**src/rtl/enc_pkg.sv**
```systemverilog
// Shared definitions for the RV64IM instruction encoder: abstract op codes,
// major opcodes, funct fields and immediate range limits.
package enc_pkg;

  typedef enum logic [5:0] {
    ADD, SUB, MUL, SLL, SLT, SLTU, XOR, SRL, SRA, OR, AND,
    ADDW, SUBW, MULW, SLLW, SRLW, SRAW, DIVW, REMW,
    ADDI, SLTI, SLTIU, XORI, ORI, ANDI,
    SLLI, SRLI, SRAI, SLLIW, SRLIW, SRAIW,
    ADDIW, LD, LW, LH, LHU, LBU,
    SB, SH, SW, SD,
    BEQ, BNE, BLT, BGE, BLTU, BGEU,
    JAL, JALR, LUI, AUIPC, EBREAK, LI
  } enc_op_e;

  typedef enum logic {IDLE, LI_PEND} enc_state_e;

  localparam logic [6:0] OP_R      = 7'h33;
  localparam logic [6:0] OP_RW     = 7'h3B;
  localparam logic [6:0] OP_IMM    = 7'h13;
  localparam logic [6:0] OP_IMMW   = 7'h1B;
  localparam logic [6:0] OP_LOAD   = 7'h03;
  localparam logic [6:0] OP_STORE  = 7'h23;
  localparam logic [6:0] OP_BRANCH = 7'h63;
  localparam logic [6:0] OP_JAL    = 7'h6F;
  localparam logic [6:0] OP_JALR   = 7'h67;
  localparam logic [6:0] OP_LUI    = 7'h37;
  localparam logic [6:0] OP_AUIPC  = 7'h17;
  localparam logic [6:0] OP_SYSTEM = 7'h73;

  localparam logic [6:0] F7_BASE   = 7'h00;
  localparam logic [6:0] F7_ALT    = 7'h20;
  localparam logic [6:0] F7_MULDIV = 7'h01;

  localparam logic [2:0] F3_ADD  = 3'd0, F3_SLL = 3'd1, F3_SLT = 3'd2, F3_SLTU = 3'd3;
  localparam logic [2:0] F3_XOR  = 3'd4, F3_SR  = 3'd5, F3_OR  = 3'd6, F3_AND  = 3'd7;
  localparam logic [2:0] F3_DIV  = 3'd4, F3_REM = 3'd6;
  localparam logic [2:0] F3_LH   = 3'd1, F3_LW  = 3'd2, F3_LD  = 3'd3, F3_LBU  = 3'd4, F3_LHU = 3'd5;
  localparam logic [2:0] F3_SB   = 3'd0, F3_SH  = 3'd1, F3_SW  = 3'd2, F3_SD   = 3'd3;
  localparam logic [2:0] F3_BEQ  = 3'd0, F3_BNE = 3'd1, F3_BLT = 3'd4, F3_BGE  = 3'd5;
  localparam logic [2:0] F3_BLTU = 3'd6, F3_BGEU = 3'd7;

  localparam logic [31:0] INST_EBREAK = 32'h0010_0073;

  localparam int IMM12_MIN   = -2048;
  localparam int IMM12_MAX   = 2047;
  localparam int SHAMT64_MAX = 63;
  localparam int SHAMT32_MAX = 31;
  localparam int BR_MIN      = -4096;
  localparam int BR_MAX      = 4094;
  localparam int JAL_MIN     = -1048576;
  localparam int JAL_MAX     = 1048574;

endpackage

```
**src/rtl/inst_field_pack.sv**
```systemverilog
// Combinational R/I/S/B/U/J packer: abstract op plus fields to a 32-bit word,
// with err raised for out-of-range immediates and unknown op codes.
module inst_field_pack
  import enc_pkg::*;
(
  input  logic        [5:0]  op,
  input  logic        [4:0]  rd,
  input  logic        [4:0]  rs1,
  input  logic        [4:0]  rs2,
  input  logic signed [31:0] imm,
  output logic        [31:0] inst,
  output logic               err
);

  function automatic logic [31:0] r_t(input logic [6:0] f7, input logic [4:0] s2,
                                      input logic [4:0] s1, input logic [2:0] f3,
                                      input logic [4:0] d, input logic [6:0] opc);
    return {f7, s2, s1, f3, d, opc};
  endfunction

  function automatic logic [31:0] i_t(input logic [11:0] i12, input logic [4:0] s1,
                                      input logic [2:0] f3, input logic [4:0] d,
                                      input logic [6:0] opc);
    return {i12, s1, f3, d, opc};
  endfunction

  function automatic logic [31:0] s_t(input logic [11:0] i12, input logic [4:0] s2,
                                      input logic [4:0] s1, input logic [2:0] f3);
    return {i12[11:5], s2, s1, f3, i12[4:0], OP_STORE};
  endfunction

  function automatic logic [31:0] b_t(input logic [12:0] i13, input logic [4:0] s2,
                                      input logic [4:0] s1, input logic [2:0] f3);
    return {i13[12], i13[10:5], s2, s1, f3, i13[4:1], i13[11], OP_BRANCH};
  endfunction

  function automatic logic [31:0] j_t(input logic [20:0] i21, input logic [4:0] d);
    return {i21[20], i21[10:1], i21[11], i21[19:12], d, OP_JAL};
  endfunction

  logic fit12, fit_sh64, fit_sh32, fit_br, fit_jal, u_ok;
  logic ok;
  logic [31:0] cand;

  assign fit12    = (imm >= IMM12_MIN) && (imm <= IMM12_MAX);
  assign fit_sh64 = (imm >= 0) && (imm <= SHAMT64_MAX);
  assign fit_sh32 = (imm >= 0) && (imm <= SHAMT32_MAX);
  assign fit_br   = !imm[0] && (imm >= BR_MIN) && (imm <= BR_MAX);
  assign fit_jal  = !imm[0] && (imm >= JAL_MIN) && (imm <= JAL_MAX);
  assign u_ok     = (imm[11:0] == 12'h000);

  always_comb begin
    cand = '0;
    ok   = 1'b1;
    case (op)
      ADD:    cand = r_t(F7_BASE,   rs2, rs1, F3_ADD,  rd, OP_R);
      SUB:    cand = r_t(F7_ALT,    rs2, rs1, F3_ADD,  rd, OP_R);
      MUL:    cand = r_t(F7_MULDIV, rs2, rs1, F3_ADD,  rd, OP_R);
      SLL:    cand = r_t(F7_BASE,   rs2, rs1, F3_SLL,  rd, OP_R);
      SLT:    cand = r_t(F7_BASE,   rs2, rs1, F3_SLT,  rd, OP_R);
      SLTU:   cand = r_t(F7_BASE,   rs2, rs1, F3_SLTU, rd, OP_R);
      XOR:    cand = r_t(F7_BASE,   rs2, rs1, F3_XOR,  rd, OP_R);
      SRL:    cand = r_t(F7_BASE,   rs2, rs1, F3_SR,   rd, OP_R);
      SRA:    cand = r_t(F7_ALT,    rs2, rs1, F3_SR,   rd, OP_R);
      OR:     cand = r_t(F7_BASE,   rs2, rs1, F3_OR,   rd, OP_R);
      AND:    cand = r_t(F7_BASE,   rs2, rs1, F3_AND,  rd, OP_R);
      ADDW:   cand = r_t(F7_BASE,   rs2, rs1, F3_ADD,  rd, OP_RW);
      SUBW:   cand = r_t(F7_ALT,    rs2, rs1, F3_ADD,  rd, OP_RW);
      MULW:   cand = r_t(F7_MULDIV, rs2, rs1, F3_ADD,  rd, OP_RW);
      SLLW:   cand = r_t(F7_BASE,   rs2, rs1, F3_SLL,  rd, OP_RW);
      SRLW:   cand = r_t(F7_BASE,   rs2, rs1, F3_SR,   rd, OP_RW);
      SRAW:   cand = r_t(F7_ALT,    rs2, rs1, F3_SR,   rd, OP_RW);
      DIVW:   cand = r_t(F7_MULDIV, rs2, rs1, F3_DIV,  rd, OP_RW);
      REMW:   cand = r_t(F7_MULDIV, rs2, rs1, F3_REM,  rd, OP_RW);
      ADDI:   begin cand = i_t(imm[11:0], rs1, F3_ADD,  rd, OP_IMM);  ok = fit12; end
      SLTI:   begin cand = i_t(imm[11:0], rs1, F3_SLT,  rd, OP_IMM);  ok = fit12; end
      SLTIU:  begin cand = i_t(imm[11:0], rs1, F3_SLTU, rd, OP_IMM);  ok = fit12; end
      XORI:   begin cand = i_t(imm[11:0], rs1, F3_XOR,  rd, OP_IMM);  ok = fit12; end
      ORI:    begin cand = i_t(imm[11:0], rs1, F3_OR,   rd, OP_IMM);  ok = fit12; end
      ANDI:   begin cand = i_t(imm[11:0], rs1, F3_AND,  rd, OP_IMM);  ok = fit12; end
      ADDIW:  begin cand = i_t(imm[11:0], rs1, F3_ADD,  rd, OP_IMMW); ok = fit12; end
      // RV64 shifts carry a 6-bit shamt; funct7[5] of SRAI lands on imm[10]
      SLLI:   begin cand = i_t({6'b000000, imm[5:0]}, rs1, F3_SLL, rd, OP_IMM);  ok = fit_sh64; end
      SRLI:   begin cand = i_t({6'b000000, imm[5:0]}, rs1, F3_SR,  rd, OP_IMM);  ok = fit_sh64; end
      SRAI:   begin cand = i_t({6'b010000, imm[5:0]}, rs1, F3_SR,  rd, OP_IMM);  ok = fit_sh64; end
      SLLIW:  begin cand = i_t({F7_BASE, imm[4:0]},   rs1, F3_SLL, rd, OP_IMMW); ok = fit_sh32; end
      SRLIW:  begin cand = i_t({F7_BASE, imm[4:0]},   rs1, F3_SR,  rd, OP_IMMW); ok = fit_sh32; end
      SRAIW:  begin cand = i_t({F7_ALT,  imm[4:0]},   rs1, F3_SR,  rd, OP_IMMW); ok = fit_sh32; end
      LD:     begin cand = i_t(imm[11:0], rs1, F3_LD,  rd, OP_LOAD); ok = fit12; end
      LW:     begin cand = i_t(imm[11:0], rs1, F3_LW,  rd, OP_LOAD); ok = fit12; end
      LH:     begin cand = i_t(imm[11:0], rs1, F3_LH,  rd, OP_LOAD); ok = fit12; end
      LHU:    begin cand = i_t(imm[11:0], rs1, F3_LHU, rd, OP_LOAD); ok = fit12; end
      LBU:    begin cand = i_t(imm[11:0], rs1, F3_LBU, rd, OP_LOAD); ok = fit12; end
      JALR:   begin cand = i_t(imm[11:0], rs1, F3_ADD, rd, OP_JALR); ok = fit12; end
      SB:     begin cand = s_t(imm[11:0], rs2, rs1, F3_SB); ok = fit12; end
      SH:     begin cand = s_t(imm[11:0], rs2, rs1, F3_SH); ok = fit12; end
      SW:     begin cand = s_t(imm[11:0], rs2, rs1, F3_SW); ok = fit12; end
      SD:     begin cand = s_t(imm[11:0], rs2, rs1, F3_SD); ok = fit12; end
      BEQ:    begin cand = b_t(imm[12:0], rs2, rs1, F3_BEQ);  ok = fit_br; end
      BNE:    begin cand = b_t(imm[12:0], rs2, rs1, F3_BNE);  ok = fit_br; end
      BLT:    begin cand = b_t(imm[12:0], rs2, rs1, F3_BLT);  ok = fit_br; end
      BGE:    begin cand = b_t(imm[12:0], rs2, rs1, F3_BGE);  ok = fit_br; end
      BLTU:   begin cand = b_t(imm[12:0], rs2, rs1, F3_BLTU); ok = fit_br; end
      BGEU:   begin cand = b_t(imm[12:0], rs2, rs1, F3_BGEU); ok = fit_br; end
      JAL:    begin cand = j_t(imm[20:0], rd); ok = fit_jal; end
      LUI:    begin cand = {imm[31:12], rd, OP_LUI};   ok = u_ok; end
      AUIPC:  begin cand = {imm[31:12], rd, OP_AUIPC}; ok = u_ok; end
      EBREAK: cand = INST_EBREAK;
      default: ok = 1'b0;
    endcase
    inst = ok ? cand : '0;
    err  = !ok;
  end

endmodule

```
**src/rtl/inst_encoder.sv**
```systemverilog
// Streaming RV64IM encoder: valid/ready request in, one or two 32-bit beats out,
// with the LI pseudo-op split into LUI+ADDIW when it does not fit 12 bits.
module inst_encoder
  import enc_pkg::*;
#(
  parameter logic [31:0] ERR_INST   = 32'h0000_0000,
  parameter bit          SUPPORT_LI = 1'b1
) (
  input  logic               clk,
  input  logic               rst,
  input  logic               in_valid,
  output logic               in_ready,
  input  logic        [5:0]  in_op,
  input  logic        [4:0]  in_rd,
  input  logic        [4:0]  in_rs1,
  input  logic        [4:0]  in_rs2,
  input  logic signed [31:0] in_imm,
  output logic               out_valid,
  input  logic               out_ready,
  output logic        [31:0] out_inst,
  output logic               out_err,
  output logic               out_last
);

  enc_state_e state;
  logic               vld_p1, err_p1, last_p1;
  logic        [31:0] inst_p1;
  logic        [31:0] pend_inst_p1;
  logic               pend_err_p1;

  logic               accept, is_li, li_fit12, li_ovf, li_two;
  logic signed [32:0] li_sum;
  logic        [5:0]  b1_op;
  logic        [4:0]  b1_rs1;
  logic signed [31:0] b1_imm, b2_imm;
  logic        [31:0] b1_inst, b2_inst;
  logic               b1_err, b2_err, b1_bad;

  assign in_ready = (state == IDLE) && (!vld_p1 || out_ready);
  assign accept   = in_valid && in_ready;

  // LI split: hi rounds so that lo is the sign-extended low 12 bits
  assign is_li    = (in_op == LI) && SUPPORT_LI;
  assign li_sum   = {in_imm[31], in_imm} + 33'sd2048;
  assign li_ovf   = li_sum[32] ^ li_sum[31];
  assign li_fit12 = (in_imm >= IMM12_MIN) && (in_imm <= IMM12_MAX);
  assign li_two   = is_li && !li_fit12 && !li_ovf && (in_imm[11:0] != 12'h000);
  assign b2_imm   = {{20{in_imm[11]}}, in_imm[11:0]};

  always_comb begin
    b1_op  = in_op;
    b1_rs1 = in_rs1;
    b1_imm = in_imm;
    if (is_li) begin
      if (li_fit12) begin
        b1_op  = ADDI;
        b1_rs1 = '0;
      end else begin
        b1_op  = LUI;
        b1_imm = {li_sum[31:12], 12'h000};
      end
    end
  end

  assign b1_bad = b1_err || (is_li && !li_fit12 && li_ovf);

  inst_field_pack u_pack_b1 (
    .op   (b1_op),
    .rd   (in_rd),
    .rs1  (b1_rs1),
    .rs2  (in_rs2),
    .imm  (b1_imm),
    .inst (b1_inst),
    .err  (b1_err)
  );

  inst_field_pack u_pack_b2 (
    .op   (ADDIW),
    .rd   (in_rd),
    .rs1  (in_rd),
    .rs2  (5'd0),
    .imm  (b2_imm),
    .inst (b2_inst),
    .err  (b2_err)
  );

  // p1: output register and LI state
  always_ff @(posedge clk) begin
    if (rst) begin
      state   <= IDLE;
      vld_p1  <= 1'b0;
      inst_p1 <= '0;
      err_p1  <= 1'b0;
      last_p1 <= 1'b0;
    end else begin
      case (state)
        IDLE: begin
          if (accept) begin
            vld_p1  <= 1'b1;
            inst_p1 <= b1_bad ? ERR_INST : b1_inst;
            err_p1  <= b1_bad;
            last_p1 <= !li_two;
            if (li_two) state <= LI_PEND;
          end else if (out_ready) begin
            vld_p1 <= 1'b0;
          end
        end
        LI_PEND: begin
          if (out_ready) begin
            inst_p1 <= pend_err_p1 ? ERR_INST : pend_inst_p1;
            err_p1  <= pend_err_p1;
            last_p1 <= 1'b1;
            state   <= IDLE;
          end
        end
        default: state <= IDLE;
      endcase
    end
  end

  always_ff @(posedge clk) begin
    if (accept) begin
      pend_inst_p1 <= b2_inst;
      pend_err_p1  <= b2_err;
    end
  end

  assign out_valid = vld_p1;
  assign out_inst  = inst_p1;
  assign out_err   = err_p1;
  assign out_last  = last_p1;

endmodule

```
**config.mk**
```make
export PLATFORM = sky130hd
export DESIGN_NAME = inst_encoder
export DESIGN_NICKNAME = d
export VERILOG_FILES = /design/src/rtl/enc_pkg.sv /design/src/rtl/inst_field_pack.sv /design/src/rtl/inst_encoder.sv
export SDC_FILE = /design/constraint.sdc
export NUM_CORES = 1
export LEC_CHECK = 0
export CELL_PAD_IN_SITES_DETAIL_PLACEMENT = 1
export CELL_PAD_IN_SITES_GLOBAL_PLACEMENT = 2
export CORE_ASPECT_RATIO = 0.7
export CORE_MARGIN = 2
export CORE_UTILIZATION = 30
export DETAILED_ROUTE_END_ITERATION = 7
export PLACE_DENSITY = 0.81
export SYNTH_ARGS = -nofsm -noshare
export SYNTH_HDL_FRONTEND = slang
export SYNTH_SLANG_ARGS = --single-unit
export TNS_END_PERCENT = 5
```
**constraint.sdc**
```tcl
create_clock -name clk -period 6.1 [get_ports clk]
set_input_delay 1.83 -clock clk [delete_from_list [all_inputs] [get_ports clk]]
set_output_delay 1.83 -clock clk [all_outputs]
set_load 0.1 [all_outputs]
```
# --- After elaboration in Yosys (flattened, before gate mapping) ---
# Cells that the tools add are included.
word_totals:
  ff_bits: 69
  output_inout_bits: 36
  elab_cells: 141
op_classes:
  add_sub_neg: 1
  order_cmp: 13
  eq_ne: 54
  mux: 27
  bitwise_logic: 2
  n_reduce_logical: 36
ops:
  columns: ["operator", "count"]
  rows:
  - ["$pmux 32 s52", 1]
  - ["$mux 32", 7]
  - ["$eq 6x6->1 const B", 21]
  - ["$eq 6x5->1 const B", 16]
  - ["$ge 32x12->1 const B", 2]
  - ["$le 32x12->1 const B", 2]
  - ["$pmux 32 s2", 1]
  - ["$eq 6x4->1 const B", 8]
  - ["$add 32x13->33 const B", 1]
  - ["$ge 32x1->1 const B", 1]
  - ["$ge 32x13->1 const B", 1]
  - ["$ge 32x21->1 const B", 1]
  - ["$le 32x13->1 const B", 1]
  - ["$le 32x21->1 const B", 1]
  - ["$le 32x6->1 const B", 1]
  - ["$le 32x7->1 const B", 1]
  - ["$eq 6x3->1 const B", 4]
  - ["$reduce_or 20->1", 1]
  - ["$reduce_or 17->1", 1]
  - ["$logic_and 1x1->1", 15]
  - ["$mux 5", 3]
  - ["$eq 6x2->1 const B", 2]
  - ["$ge 12x12->1 const B", 1]
  - ["$le 12x12->1 const B", 1]
  - ["18 further kinds", 39]

# --- Logic depth before layout (Yosys ltp) ---
depth:
  depth_word: 13
  ltp_mapped: 14
  ltp_nobuf: 11

# --- By module ---
# A second synthesis with hierarchy kept.
hier_totals:
  hier_cells: 844
  hier_area_um2: 6527.5
modules_own_cells:
  columns: ["mod", "instances", "cells_each", "area_per_inst_um2", "seq_area_each_um2"]
  rows:
  - ["inst_encoder", 1, 308, 3264.4, 1711.6]
  - ["inst_field_pack", 2, 268, 1631.6, 0.0]

# --- Least setup slack after synthesis ---
# Ideal clock, no wire load.
synth_timing:
  path_type: "input to register"
  from: "in out_ready"
  to: "reg inst_p1[22] (netlist: out_inst[22])"
  setup_time_ps: 149
  arrival_time_ps: 5382
  t_required_ps: 5951
  slack_ps: 569
  path_stages: 9
  n_path_buf: 1
  cell_sequence: "inv_1 > a21oi_1 > and2_1 > clkbuf_1 > a21oi_1 > a21oi_1 > o21ai_0 > a221oi_1 > a2111oi_4"
synth_via:
  elab_chain_cells: 5
  elab_cells_between_ends: 6
  cone_classes: "eq/ne (2); reduce/logical (4)"
synth_lines:
  columns: ["item", "line", "source"]
  rows:
  - ["start, declared", "inst_encoder.sv:19", "input logic out_ready,"]
  - ["$logic_or 1x1->1", "inst_encoder.sv:39", "assign in_ready = (state == IDLE) && (!vld_p1 || out_ready);"]
  - ["$logic_and 1x1->1", "inst_encoder.sv:39", null]
  - ["net in_ready", "inst_encoder.sv:12", "output logic in_ready,"]
  - ["$logic_and 1x1->1", "inst_encoder.sv:40", "assign accept = in_valid && in_ready;"]
  - ["net accept", "inst_encoder.sv:31", "logic accept, is_li, li_fit12, li_ovf, li_two;"]
  - ["$ne 2x2->1 (no line)", null, null]
  - ["$reduce_and 2->1 (no line)", null, null]
  - ["end signal, assigned", "inst_encoder.sv:100", "inst_p1 <= b1_bad ? ERR_INST : b1_inst;"]
  - ["end signal, assigned", "inst_encoder.sv:110", "inst_p1 <= pend_err_p1 ? ERR_INST : pend_inst_p1;"]
  - ["end, declared", "inst_encoder.sv:27", "logic [31:0] inst_p1;"]
# The timed path passes the listed nets, and every way through them passes these cells.
# A chain may end at the register's enable or synchronous reset.

# --- Worst setup path after layout ---
layout_timing:
  from: "in in_imm[12]"
  to: "reg inst_p1[15] (netlist: out_inst[15])"
layout_via:
  elab_chain_cells: 13
  elab_cells_between_ends: 98
  cone_classes: "add/sub (1); order compare (11); eq/ne (51); mux (12); bitwise (1); reduce/logical (22)"
layout_lines:
  columns: ["item", "line", "source"]
  rows:
  - ["start, declared", "inst_encoder.sv:17", "input logic signed [31:0] in_imm,"]
  - ["$ge 32x12->1 or $le 32x12->1 (tied branches)", "inst_encoder.sv:46", "assign li_fit12 = (in_imm >= IMM12_MIN) && (in_imm <= IMM12_MAX);"]
  - ["$logic_and 1x1->1", "inst_encoder.sv:46", null]
  - ["$mux 32", "inst_encoder.sv:55", "if (li_fit12) begin"]
  - ["$mux 32", "inst_encoder.sv:54", "if (is_li) begin"]
  - ["$ge 32x21->1 (tied with other cells)", "inst_field_pack.sv:49", "assign fit_jal = !imm[0] && (imm >= JAL_MIN) && (imm <= JAL_MAX);"]
  - ["$logic_and 1x1->1 (on tied branches) (2 in a row)", "inst_field_pack.sv:49, inst_field_pack.sv:48", null]
  - ["$pmux 1 s7", "inst_field_pack.sv:55", "case (op)"]
  - ["$logic_not 1->1", "inst_field_pack.sv:112", "err = !ok;"]
  - ["$logic_or 1x1->1", "inst_encoder.sv:65", "assign b1_bad = b1_err || (is_li && !li_fit12 && li_ovf);"]
  - ["$mux 32 *", "inst_encoder.sv:100", null]
  - ["$mux 32 *", "inst_encoder.sv:98", "if (accept) begin"]
  - ["$pmux 32 s2 *", "inst_encoder.sv:96", "case (state)"]
# Every way passes the cells marked *; elsewhere a longest branch is shown, timed or not. The select of a mux whose other input is x is not followed.

==> metrics.txt <==
dpl hpwl=16.15 mm; DRC=0; post-route ant nets=0; Area after DPL=around 6000 um^2; Core Area=15500 um^2; sw frac=37.82%; Avg WL per Cell=22.55 um; top_reg_cell synth=dfxtp_1; vias in the first global route=5387; setup_tns=0 ns; CP Launch Type=primary input; worst rel slew slack=33.31%; final slew viol count=0; largest net degree at the start of global routing=34; area of the multi-input gates=around 3200 um^2; Inserted Diodes=0; # setup viols final=0; Mapped Area=between 4000 and 5000 um^2; # IOs=93; die area=about 17000 um^2; RSZ-0062 raised after global routing=false; power per standard cell area=roughly 180 nW/um^2; Post-synth EDFFs=19; Die X=roughly 150 um; clock-pin slew on the worst setup and hold paths=0.07 ns; Mean Syn Cell Area=about 7.6 um^2; sequential fraction of the synthesis area=26.79%; CTS buffer count=5; Max rail drop VDD=0.1308 mV; Power Internal=0.7013 mW; status=finished clean; clk_lat worst skew=0.31 ns; P_sw=0.4265 mW; CP Class=in -> reg; Vias=5484; Root Buffer=clkbuf_16; H-tree levels=2; worst slack, placed=-0.01395 ns; power share of the clock group=27.9%; Synth Register Bits=54; capturing element type of the critical path=flop; DR vias/cell=around 6.1; Final nets=760; CTS resizes=0; HP Class=reg -> reg; Flop pwr share=35.9%; GRT Resource Usage Total=between 20% and 30%; first-pass GRT wire length=32.01 mm; Synth cell types=69; RD Place Congestion=0.9725; initial core utilization=between 30% and 40%; Achievable Freq=0.1735 GHz; Fillers=1879; initial antenna violation count=0; max_cap viols=0; Setup Skew=0.006660 ns; Comb pwr share=36.2%; total grt overflow=0; P_leak=2.008 nW; Slew @ Worst Pin=0.9973 ns; Pre-antenna DRT Iters=5; drt initial violations=527; setup bufs post-CTS=0; row cnt=38; Required @ worst endpoint=6.29 ns; fraction of registers with async set/reset=0%; worst setup margin=0.3353 ns; most common cell after layout, fill and taps aside=clkdlybuf4s50_1; CP max FO=13; FF/Latch Area=1271 um^2; hold_buf cts=0; area grow syn2layout=29.16%; share of cells above drive strength 1=between 10% and 20%; PortBufs=92; TritonCTS clock tree=yes; Mapped Cells=roughly 630; Tcrit/Tclk final=approximately 95%; YS warnings=0; Post-Route WL=20.36 mm; final core occ=39.55%; Final Hold Fails=0; clk buf depth=2; most frequent cells in the layout=clkdlybuf4s50_1, nor2_1, nand2_1, a21oi_1, buf_4; Tot Pwr=1.128 mW; CTS sink cnt=54; syn_nets=684; Final Critical Period=5.765 ns; Die H=109.2 um; Crit path arrival time=5.95 ns; design area=6130 um^2
per-layer routing:
metal,vias to the layer above,track usage (%),routed length (um)
met5,-,0,0
met4,0,4.299,195
met3,16,3.975,1659
met2,254,36.71,8592
met1,2672,36.75,9912
li1,2542,-,-
kinds of logic (layout without fill, tap and decap cells):
logic type / count (synthesis) / after routing / synth area share, %
other: 2 / 2 / 0.1582
DFF: 54 / 54 / 26.79
and+or+nand+nor: 261 / 261 / 28.63
muxes: 3 / 3 / 0.6328
xor gates and xnor gates: 18 / 18 / 3.322
AOI/OAI and AO/OA: 208 / 208 / 32.96
adders and majority gates: 2 / 2 / 0.4745
buffers and inverters: 78 / 155 / 7.039
metrics by stage:
step | instances | hold WS (ns)
final | 903 | 0.4639
after floorplan | 626 | 0.4291
after global placement | 895 | 0.4397
after global routing | 903 | 0.4894
after detailed placement | 895 | 0.4458
after CTS | 903 | 0.4636
synth_stat cells (6+ instances only):
cell       number  area share, %
inv_1          11           0.87
buf_1           6           0.47
buf_2          12            1.3
nand4_1        14            1.8
a211oi_1       13            2.1
o31ai_1        16            2.5
or4_1           7            1.1
nor2_1         66            5.2
a32oi_1         6            1.1
edfxtp_1       19             12
a2111oi_2      10            3.2
dfxtp_1        35             15
a221oi_1       14            2.6
nand3_1        19            2.0
xor2_1          6            1.1
or2_2          10            1.3
xnor2_1        12            2.2
nand2b_1        9            1.2
o21ai_0        33            3.5
a31oi_1         7           0.92
nor3_1         30            3.2
clkbuf_1       44            3.5
nor4_1         10            1.3
o22ai_1         8            1.1
nand2_1        52            4.1
nor2b_1         7           0.92
a21oi_1        50            5.3
flip-flops by register name, summed over array words and instances, names as in the netlist:
name / count
out_valid: 1
pend_inst_p1: 18
state: 1
out_last: 1
out_inst: 31
pend_err_p1: 1
out_err: 1
final cells by class:
cell class / instances / share of cell area (%)
flip-flops and latches: 54 / 20.74
inverters: 11 / 0.6736
multi-input cells: 494 / 51.48
well taps: 200 / 4.082
clock buffers: 7 / 2.511
repair buffers: 136 / 20.37
clock inverters: 1 / 0.1429
path summary, 6_finish.rpt:
path	startpoint	end	slack [ns]	cells after the start
max	in_imm[12]	out_inst[15]$_SDFFE_PP0P_	0.34	13
min	pend_inst_p1[28]$_SDFFCE_PP0P_	out_inst[28]$_SDFFE_PP0P_	0.46	2
max reg2reg	state$_SDFF_PP0_	out_inst[15]$_SDFFE_PP0P_	3.34	8
min reg2reg	pend_inst_p1[28]$_SDFFCE_PP0P_	out_inst[28]$_SDFFE_PP0P_	0.46	2
critical path, stage by stage:
cell and delay [ns]:
clkdlybuf4s50_1 0.71, nor3_1 0.08, and4_1 0.28, a21oi_2 0.35, nand2_2 0.24, or4_1 0.52, a2111oi_1 0.74, buf_4 0.24
nand2b_1 0.06, o32ai_1 0.21, nor2_4 0.08, buf_4 0.24, a2111oi_2 0.37
power by group through the flow:
stage | sequential, mW | combinational [mW] | clock, mW
global placement | 0.411 | 0.398 | 0
floorplan | 0.497 | 0.173 | 0
global route | 0.406 | 0.433 | 0.338
detailed placement | 0.412 | 0.403 | 0
CTS | 0.404 | 0.405 | 0.322
finish | 0.404 | 0.408 | 0.315
Note: power is estimated with default switching activity, not from simulation.
